<file path="src/rtl/pc_fetch_ctrl_if.sv">
// Fetch-bus and execute-handoff signals of the PC sequencer.
// master = PC sequencer side, slave = memory / execute side.
interface pc_fetch_ctrl_if #(
    parameter int unsigned XLEN = 64
) ();
    logic            ifu_req_valid;
    logic            ifu_req_ready;
    logic [XLEN-1:0] ifu_req_addr;
    logic            ifu_rsp_valid;
    logic [31:0]     ifu_rsp_inst;
    logic            ifu_rsp_err;

    logic [XLEN-1:0] pc_IF;
    logic            inst_valid;
    logic [31:0]     inst;
    logic            inst_ready;
    logic            exu_jump;
    logic [XLEN-1:0] exu_target;
    logic            mret_req;
    logic [XLEN-1:0] mepc;
    logic            trap_req;
    logic [XLEN-1:0] trap_vec;
    logic            halt_req;

    logic            halted;
    logic            fault;
    logic [XLEN-1:0] fault_pc;

    modport master (
        output ifu_req_valid, ifu_req_addr,
        input  ifu_req_ready, ifu_rsp_valid, ifu_rsp_inst, ifu_rsp_err,
        output pc_IF, inst_valid, inst,
        input  inst_ready, exu_jump, exu_target, mret_req, mepc,
        input  trap_req, trap_vec, halt_req,
        output halted, fault, fault_pc
    );

    modport slave (
        input  ifu_req_valid, ifu_req_addr,
        output ifu_req_ready, ifu_rsp_valid, ifu_rsp_inst, ifu_rsp_err,
        input  pc_IF, inst_valid, inst,
        output inst_ready, exu_jump, exu_target, mret_req, mepc,
        output trap_req, trap_vec, halt_req,
        input  halted, fault, fault_pc
    );
endinterface

</file>
<file path="src/rtl/pc_fetch_ctrl.sv">
// Program-counter sequencer: one fetch per instruction, hand-off to execute,
// next-PC selection on retirement, sticky halt on ebreak or fault.
module pc_fetch_ctrl #(
    parameter int unsigned     XLEN     = 64,
    parameter logic [XLEN-1:0] RESET_PC = 64'h8000_0000
) (
    input logic             clk,
    input logic             rst,
    pc_fetch_ctrl_if.master bus
);
    localparam logic [2:0] S_IDLE = 3'd0;
    localparam logic [2:0] S_REQ  = 3'd1;
    localparam logic [2:0] S_WAIT = 3'd2;
    localparam logic [2:0] S_EXEC = 3'd3;
    localparam logic [2:0] S_HALT = 3'd4;

    logic [2:0]      state;
    logic [XLEN-1:0] pc;
    logic [XLEN-1:0] npc;
    logic [XLEN-1:0] fault_pc;
    logic [31:0]     inst;
    logic            fault;
    logic            npc_misaligned;

    // Retirement source priority: trap > mret > jump/branch > sequential.
    always_comb begin
        npc = pc + XLEN'(4);
        if (bus.trap_req) begin
            npc = bus.trap_vec;
        end else if (bus.mret_req) begin
            npc = bus.mepc;
        end else if (bus.exu_jump) begin
            npc = bus.exu_target;
        end
        npc_misaligned = (npc[1:0] != 2'b00);
    end

    always_ff @(posedge clk or negedge rst) begin
        if (!rst) begin
            state    <= S_IDLE;
            pc       <= RESET_PC;
            inst     <= '0;
            fault    <= 1'b0;
            fault_pc <= '0;
        end else begin
            case (state)
                S_IDLE: state <= S_REQ;
                S_REQ: begin
                    if (bus.ifu_req_ready) begin
                        state <= S_WAIT;
                    end
                end
                S_WAIT: begin
                    if (bus.ifu_rsp_valid) begin
                        if (bus.ifu_rsp_err) begin
                            state    <= S_HALT;
                            fault    <= 1'b1;
                            fault_pc <= pc;
                        end else begin
                            inst  <= bus.ifu_rsp_inst;
                            state <= S_EXEC;
                        end
                    end
                end
                S_EXEC: begin
                    // Halting paths leave pc_IF at the retiring instruction.
                    if (bus.inst_ready) begin
                        if (bus.halt_req) begin
                            state <= S_HALT;
                        end else if (npc_misaligned) begin
                            state    <= S_HALT;
                            fault    <= 1'b1;
                            fault_pc <= npc;
                        end else begin
                            pc    <= npc;
                            state <= S_REQ;
                        end
                    end
                end
                S_HALT:  state <= S_HALT;
                default: state <= S_IDLE;
            endcase
        end
    end

    assign bus.ifu_req_valid = (state == S_REQ);
    assign bus.ifu_req_addr  = pc;
    assign bus.pc_IF         = pc;
    assign bus.inst_valid    = (state == S_EXEC);
    assign bus.inst          = inst;
    assign bus.halted        = (state == S_HALT);
    assign bus.fault         = fault;
    assign bus.fault_pc      = fault_pc;
endmodule
</file>
<file path="src/flat_wrapper.sv">
// flat-port wrapper written by rule: the top's interface ports become plain ports
module pc_fetch_ctrl_flat 
#(
    parameter int unsigned     XLEN     = 64,
    parameter logic [XLEN-1:0] RESET_PC = 64'h8000_0000
)
  (clk, rst, bus_ifu_req_valid, bus_ifu_req_addr, bus_ifu_req_ready, bus_ifu_rsp_valid, bus_ifu_rsp_inst, bus_ifu_rsp_err, bus_pc_IF, bus_inst_valid, bus_inst, bus_inst_ready, bus_exu_jump, bus_exu_target, bus_mret_req, bus_mepc, bus_trap_req, bus_trap_vec, bus_halt_req, bus_halted, bus_fault, bus_fault_pc);
  pc_fetch_ctrl_if #(.XLEN(XLEN)) bus_i ();
  input logic clk;
  input logic rst;
  output wire logic [$bits(bus_i.ifu_req_valid)-1:0] bus_ifu_req_valid;
  output wire logic [$bits(bus_i.ifu_req_addr)-1:0] bus_ifu_req_addr;
  input wire logic [$bits(bus_i.ifu_req_ready)-1:0] bus_ifu_req_ready;
  input wire logic [$bits(bus_i.ifu_rsp_valid)-1:0] bus_ifu_rsp_valid;
  input wire logic [$bits(bus_i.ifu_rsp_inst)-1:0] bus_ifu_rsp_inst;
  input wire logic [$bits(bus_i.ifu_rsp_err)-1:0] bus_ifu_rsp_err;
  output wire logic [$bits(bus_i.pc_IF)-1:0] bus_pc_IF;
  output wire logic [$bits(bus_i.inst_valid)-1:0] bus_inst_valid;
  output wire logic [$bits(bus_i.inst)-1:0] bus_inst;
  input wire logic [$bits(bus_i.inst_ready)-1:0] bus_inst_ready;
  input wire logic [$bits(bus_i.exu_jump)-1:0] bus_exu_jump;
  input wire logic [$bits(bus_i.exu_target)-1:0] bus_exu_target;
  input wire logic [$bits(bus_i.mret_req)-1:0] bus_mret_req;
  input wire logic [$bits(bus_i.mepc)-1:0] bus_mepc;
  input wire logic [$bits(bus_i.trap_req)-1:0] bus_trap_req;
  input wire logic [$bits(bus_i.trap_vec)-1:0] bus_trap_vec;
  input wire logic [$bits(bus_i.halt_req)-1:0] bus_halt_req;
  output wire logic [$bits(bus_i.halted)-1:0] bus_halted;
  output wire logic [$bits(bus_i.fault)-1:0] bus_fault;
  output wire logic [$bits(bus_i.fault_pc)-1:0] bus_fault_pc;
  assign bus_ifu_req_valid = bus_i.ifu_req_valid;
  assign bus_ifu_req_addr = bus_i.ifu_req_addr;
  assign bus_i.ifu_req_ready = bus_ifu_req_ready;
  assign bus_i.ifu_rsp_valid = bus_ifu_rsp_valid;
  assign bus_i.ifu_rsp_inst = bus_ifu_rsp_inst;
  assign bus_i.ifu_rsp_err = bus_ifu_rsp_err;
  assign bus_pc_IF = bus_i.pc_IF;
  assign bus_inst_valid = bus_i.inst_valid;
  assign bus_inst = bus_i.inst;
  assign bus_i.inst_ready = bus_inst_ready;
  assign bus_i.exu_jump = bus_exu_jump;
  assign bus_i.exu_target = bus_exu_target;
  assign bus_i.mret_req = bus_mret_req;
  assign bus_i.mepc = bus_mepc;
  assign bus_i.trap_req = bus_trap_req;
  assign bus_i.trap_vec = bus_trap_vec;
  assign bus_i.halt_req = bus_halt_req;
  assign bus_halted = bus_i.halted;
  assign bus_fault = bus_i.fault;
  assign bus_fault_pc = bus_i.fault_pc;
  pc_fetch_ctrl #(.XLEN(XLEN), .RESET_PC(RESET_PC)) u_core (.clk(clk), .rst(rst), .bus(bus_i));
endmodule
</file>
<file path="config.mk">
export PLATFORM = sky130hd
export DESIGN_NAME = pc_fetch_ctrl_flat
export DESIGN_NICKNAME = d
export VERILOG_FILES = /design/src/rtl/pc_fetch_ctrl_if.sv /design/src/rtl/pc_fetch_ctrl.sv /design/src/flat_wrapper.sv
export SDC_FILE = /design/constraint.sdc
export NUM_CORES = 1
export LEC_CHECK = 0
export ABC_AREA = 1
export CELL_PAD_IN_SITES_DETAIL_PLACEMENT = 1
export CELL_PAD_IN_SITES_GLOBAL_PLACEMENT = 1
export CORE_ASPECT_RATIO = 0.7
export CORE_MARGIN = 1.5
export CORE_UTILIZATION = 25
export CTS_CLUSTER_SIZE = 10
export DETAILED_ROUTE_END_ITERATION = 6
export GPL_TIMING_DRIVEN = 0
export PLACE_DENSITY = 0.68
export SETUP_SLACK_MARGIN = 0.02
export SYNTH_ARGS = -nofsm -noshare
export SYNTH_HDL_FRONTEND = slang
export SYNTH_SLANG_ARGS = --single-unit
</file>
<file path="constraint.sdc">
create_clock -name clk -period 4.2 [get_ports clk]
set_clock_uncertainty 0.15 [all_clocks]
set_input_delay 0.84 -clock clk [delete_from_list [all_inputs] [get_ports clk]]
set_output_delay 0.84 -clock clk [all_outputs]
set_load 0.05 [all_outputs]
</file>
==> impl_results.md <==
- Buffers on Ports: 459
- Critical-path maximum fanout: 10
- Lkg Pwr: 7.45 nW
- Fin worst setup slack: about 220 ps
- Yosys warning count: 0
- Final Util: 38.6%
- First-pass GRT wire length: approximately 99000 um
- RSZ-0062 raised after global routing: false
- VDD IR max: 0.454 mV
- Largest net degree at the start of global routing: between 100 and 150
- Die Ht: roughly 180 um
- H-tree levels: 4
- Tot Pwr: approximately 13 mW
- Fin crit period: approximately 4000 ps
- Worst setup path class: primary input to register
- Pre-CTS setup slack: -242 ps
- Fin. Hold Viols: 0
- Initial DRC Count: approximately 970
- Placed Instance Area: between 0.015 and 0.02 mm2
- Rel. slew slack: approximately 25%
- Via/cell ratio: 4.91
- Mapped Cells: around 1800
- Critical path, cell by cell: clkdlybuf4s50_1 -> inv_2 -> clkbuf_1 -> buf_1 -> nand3_1 -> nand2_1 -> nand2_1 -> nand2_1 -> nand2_1 -> nand2_1 -> nand2_1
- Worst-margin pin slew: ~1100 ps
- Final HPWL from detailed placement: approximately 56000 um
- GRT Max-Usage Layer: met2
- Critical path startpoint category: primary input
- Flop-to-flop setup slack: 690 ps
- Die area: ~0.047 mm2
- Max Root-Sink Buffers: 2
- Setup Fix Bufs, Post-CTS: 0
- Routed WL per cell: between 20 and 25 um
- Max-Cap Viols: 0
- Total grt overflow: 0
- Reg-to-Reg End: u_core.bus.fault_pc[34]
- Cell Pwr Density: approximately 740 mW/mm2
- Die W: around 260 um
- R2R depth: 12
- Met2 Track Usage GR: between 40% and 50%
- Io pins: ~460
- Number of remaining DRC errors: 0
- Mean Syn Cell Area: about 6.5 um2
- Core Box Area: roughly 0.045 mm2
- Dpl cells: 2816
- Clock sink count: between 150 and 200
- Seq cells post-synth: about 160
- Initial antenna violation count: 5
- R2r startpoint: u_core.bus.ifu_req_addr[2]
- Layout Cells excl Fill: around 2900
- Hold Path Class: primary input to async pin
- Layout Nets: ~2500
- Drt pass-1 iters: 5
- Critical Path End Type: register
- Sum Neg Setup Slack: 0 ps
- Design area: about 0.017 mm2
- Crit path buffers/inverters: 4
- Number of buffers created by CTS: 17
- CP most frequent cell: nand2_1
- Critical Path RT: ~4400 ps
- Area growth, synth to finish: 52.5%
- Hold_ws: about 140 ps
- Post-Syn Area: 0.0114 mm2
- F_max: roughly 0.25 GHz
- Gpl congestion: about 0.94
- Worst-path clk slew: around 70 ps
- CTS tree: built
- Tcrit/Tclk final: roughly 95%
- Share of cells above drive strength 1: under 10%
- CP delay by family, top: buffers and inverters
- Cts hold-fix bufs: 0
- Post-route ant nets: 0
- Met1 Usage GRT: between 40% and 50%
- Via Count: approximately 14000
- Clock latency on the worst-skew pair: roughly 480 ps
- Status: complete, no violations
- Vias in the first global route: between 10000 and 15000
- Slowest stage cell, crit path: buf_1
- Syn Nets: roughly 2000
- CP max stage delay: a little under 900 ps
- Placement Rows: 65
- WP data arrival: 4190 ps
- GRT Total Usage: between 20% and 30%
- Met3 GRT Util: under 10%
- Sequential element share of the synthesized area: 36.0%
- Starting Density: roughly a quarter
- Final wirelength: 68800 um
- Setup-failing EPs final: 0
- Synth cell types: 35
- Fin. max-slew vios: 0
- CTS Root Cell: clkbuf_16
## metal layers
layer | up-vias | part of all wire (%)
li1 | 6486 | -
met1 | 6886 | 46
met2 | 543 | 45
met3 | 63 | 7.2
met4 | 2 | 1.9
met5 | - | 0.016
## worst max-delay path by stage
stage,startpoint,to,slack (ps),depth (start not counted)
floorplan,u_core.state[2],bus_inst_valid,1520,3
global placement,rst,u_core.bus.inst[20],-5330,1
detailed placement,bus_exu_jump,u_core.bus.fault_pc[55],-240,11
CTS,u_core.state[2],bus_inst_valid,70,4
global route,bus_trap_req,u_core.bus.ifu_req_addr[49],210,10
finish,bus_exu_jump,u_core.bus.fault_pc[55],220,11
## synthesized netlist by cell type
cell type,count,share of area [%]
a211oi_1,1,0.066
a21o_1,1,0.066
a21oi_1,116,5.1
a221oi_1,1,0.077
a31oi_1,10,0.55
buf_1,10,0.33
buf_2,15,0.66
buf_4,64,4.2
buf_6,1,0.099
buf_8,1,0.13
clkbuf_1,51,1.7
clkbuf_4,1,0.066
clkbuf_8,4,0.48
clkinv_1,1,0.033
dfrtp_1,163,36
dfstp_2,1,0.23
ha_1,1,0.11
inv_1,102,3.4
inv_2,5,0.16
mux2_2,32,3.2
nand2_1,612,20
nand2_2,1,0.055
nand3_1,81,3.6
nand4_1,16,0.88
nor2_1,253,8.3
nor2_2,4,0.22
nor3_1,6,0.26
nor3_4,1,0.14
o211ai_1,14,0.92
o21ai_0,119,5.2
o21ai_1,7,0.31
o22ai_1,1,0.055
or2_1,2,0.11
or2_2,34,1.9
xor2_1,21,1.6
## sequential cells by signal (all words and copies together), names as in the netlist
| signal | cells |
|---|---|
| u_core.bus.fault | 1 |
| u_core.bus.inst | 32 |
| u_core.bus.fault_pc | 64 |
| u_core.bus.ifu_req_addr | 64 |
| u_core.state | 3 |
## area by class of cell
type                       count  area, um2
sequential                   164       4110
fill                        5647      27700
inverter                     108        405
timing repair buffer         460       4630
clock inverter                14        163
antenna                        2       5.00
buffer                       147        875
multi-input combinational   1334       6020
tap                          603        754
clock buffer                  18        429
## power breakdown
part	switching, mW	internal [mW]
logic	5.51	2.69
registers	0.866	2.19
clock network	0.830	0.851
total	7.21	5.73
## timing repair
action,in CTS,in global routing
hold endpoints to repair,0,0
pin swaps,0,0
setup endpoints to repair,1,1
resized for setup,1,1
## placed cells by master, fill, tap and decap left out, types with 15 or more instances in the layout
master / count
mux2_2: 32
or2_2: 34
clkdlybuf4s50_1: 457
buf_4: 64
a21oi_1: 116
nor2_1: 253
clkbuf_1: 51
dfrtp_1: 163
buf_2: 15
inv_1: 102
xor2_1: 21
nand3_1: 81
nand2_1: 612
clkbuf_16: 17
nand4_1: 16
o21ai_0: 119
## cell families (layout without fill, tap and decap cells)
family	count (synthesis)	count (layout)	share of synthesized area [%]
AND/OR/NAND/NOR	1010	1010	35.6
AO/OA/AOI/OAI	270	270	12.4
buffers and inverters	255	747	11.2
flip-flops	164	164	36.0
multiplexers	32	32	3.16
XOR/XNOR	21	21	1.61
adder cells (fa/ha/maj)	1	1	0.110
other	0	2	0
(Power assumes the default switching activity.)
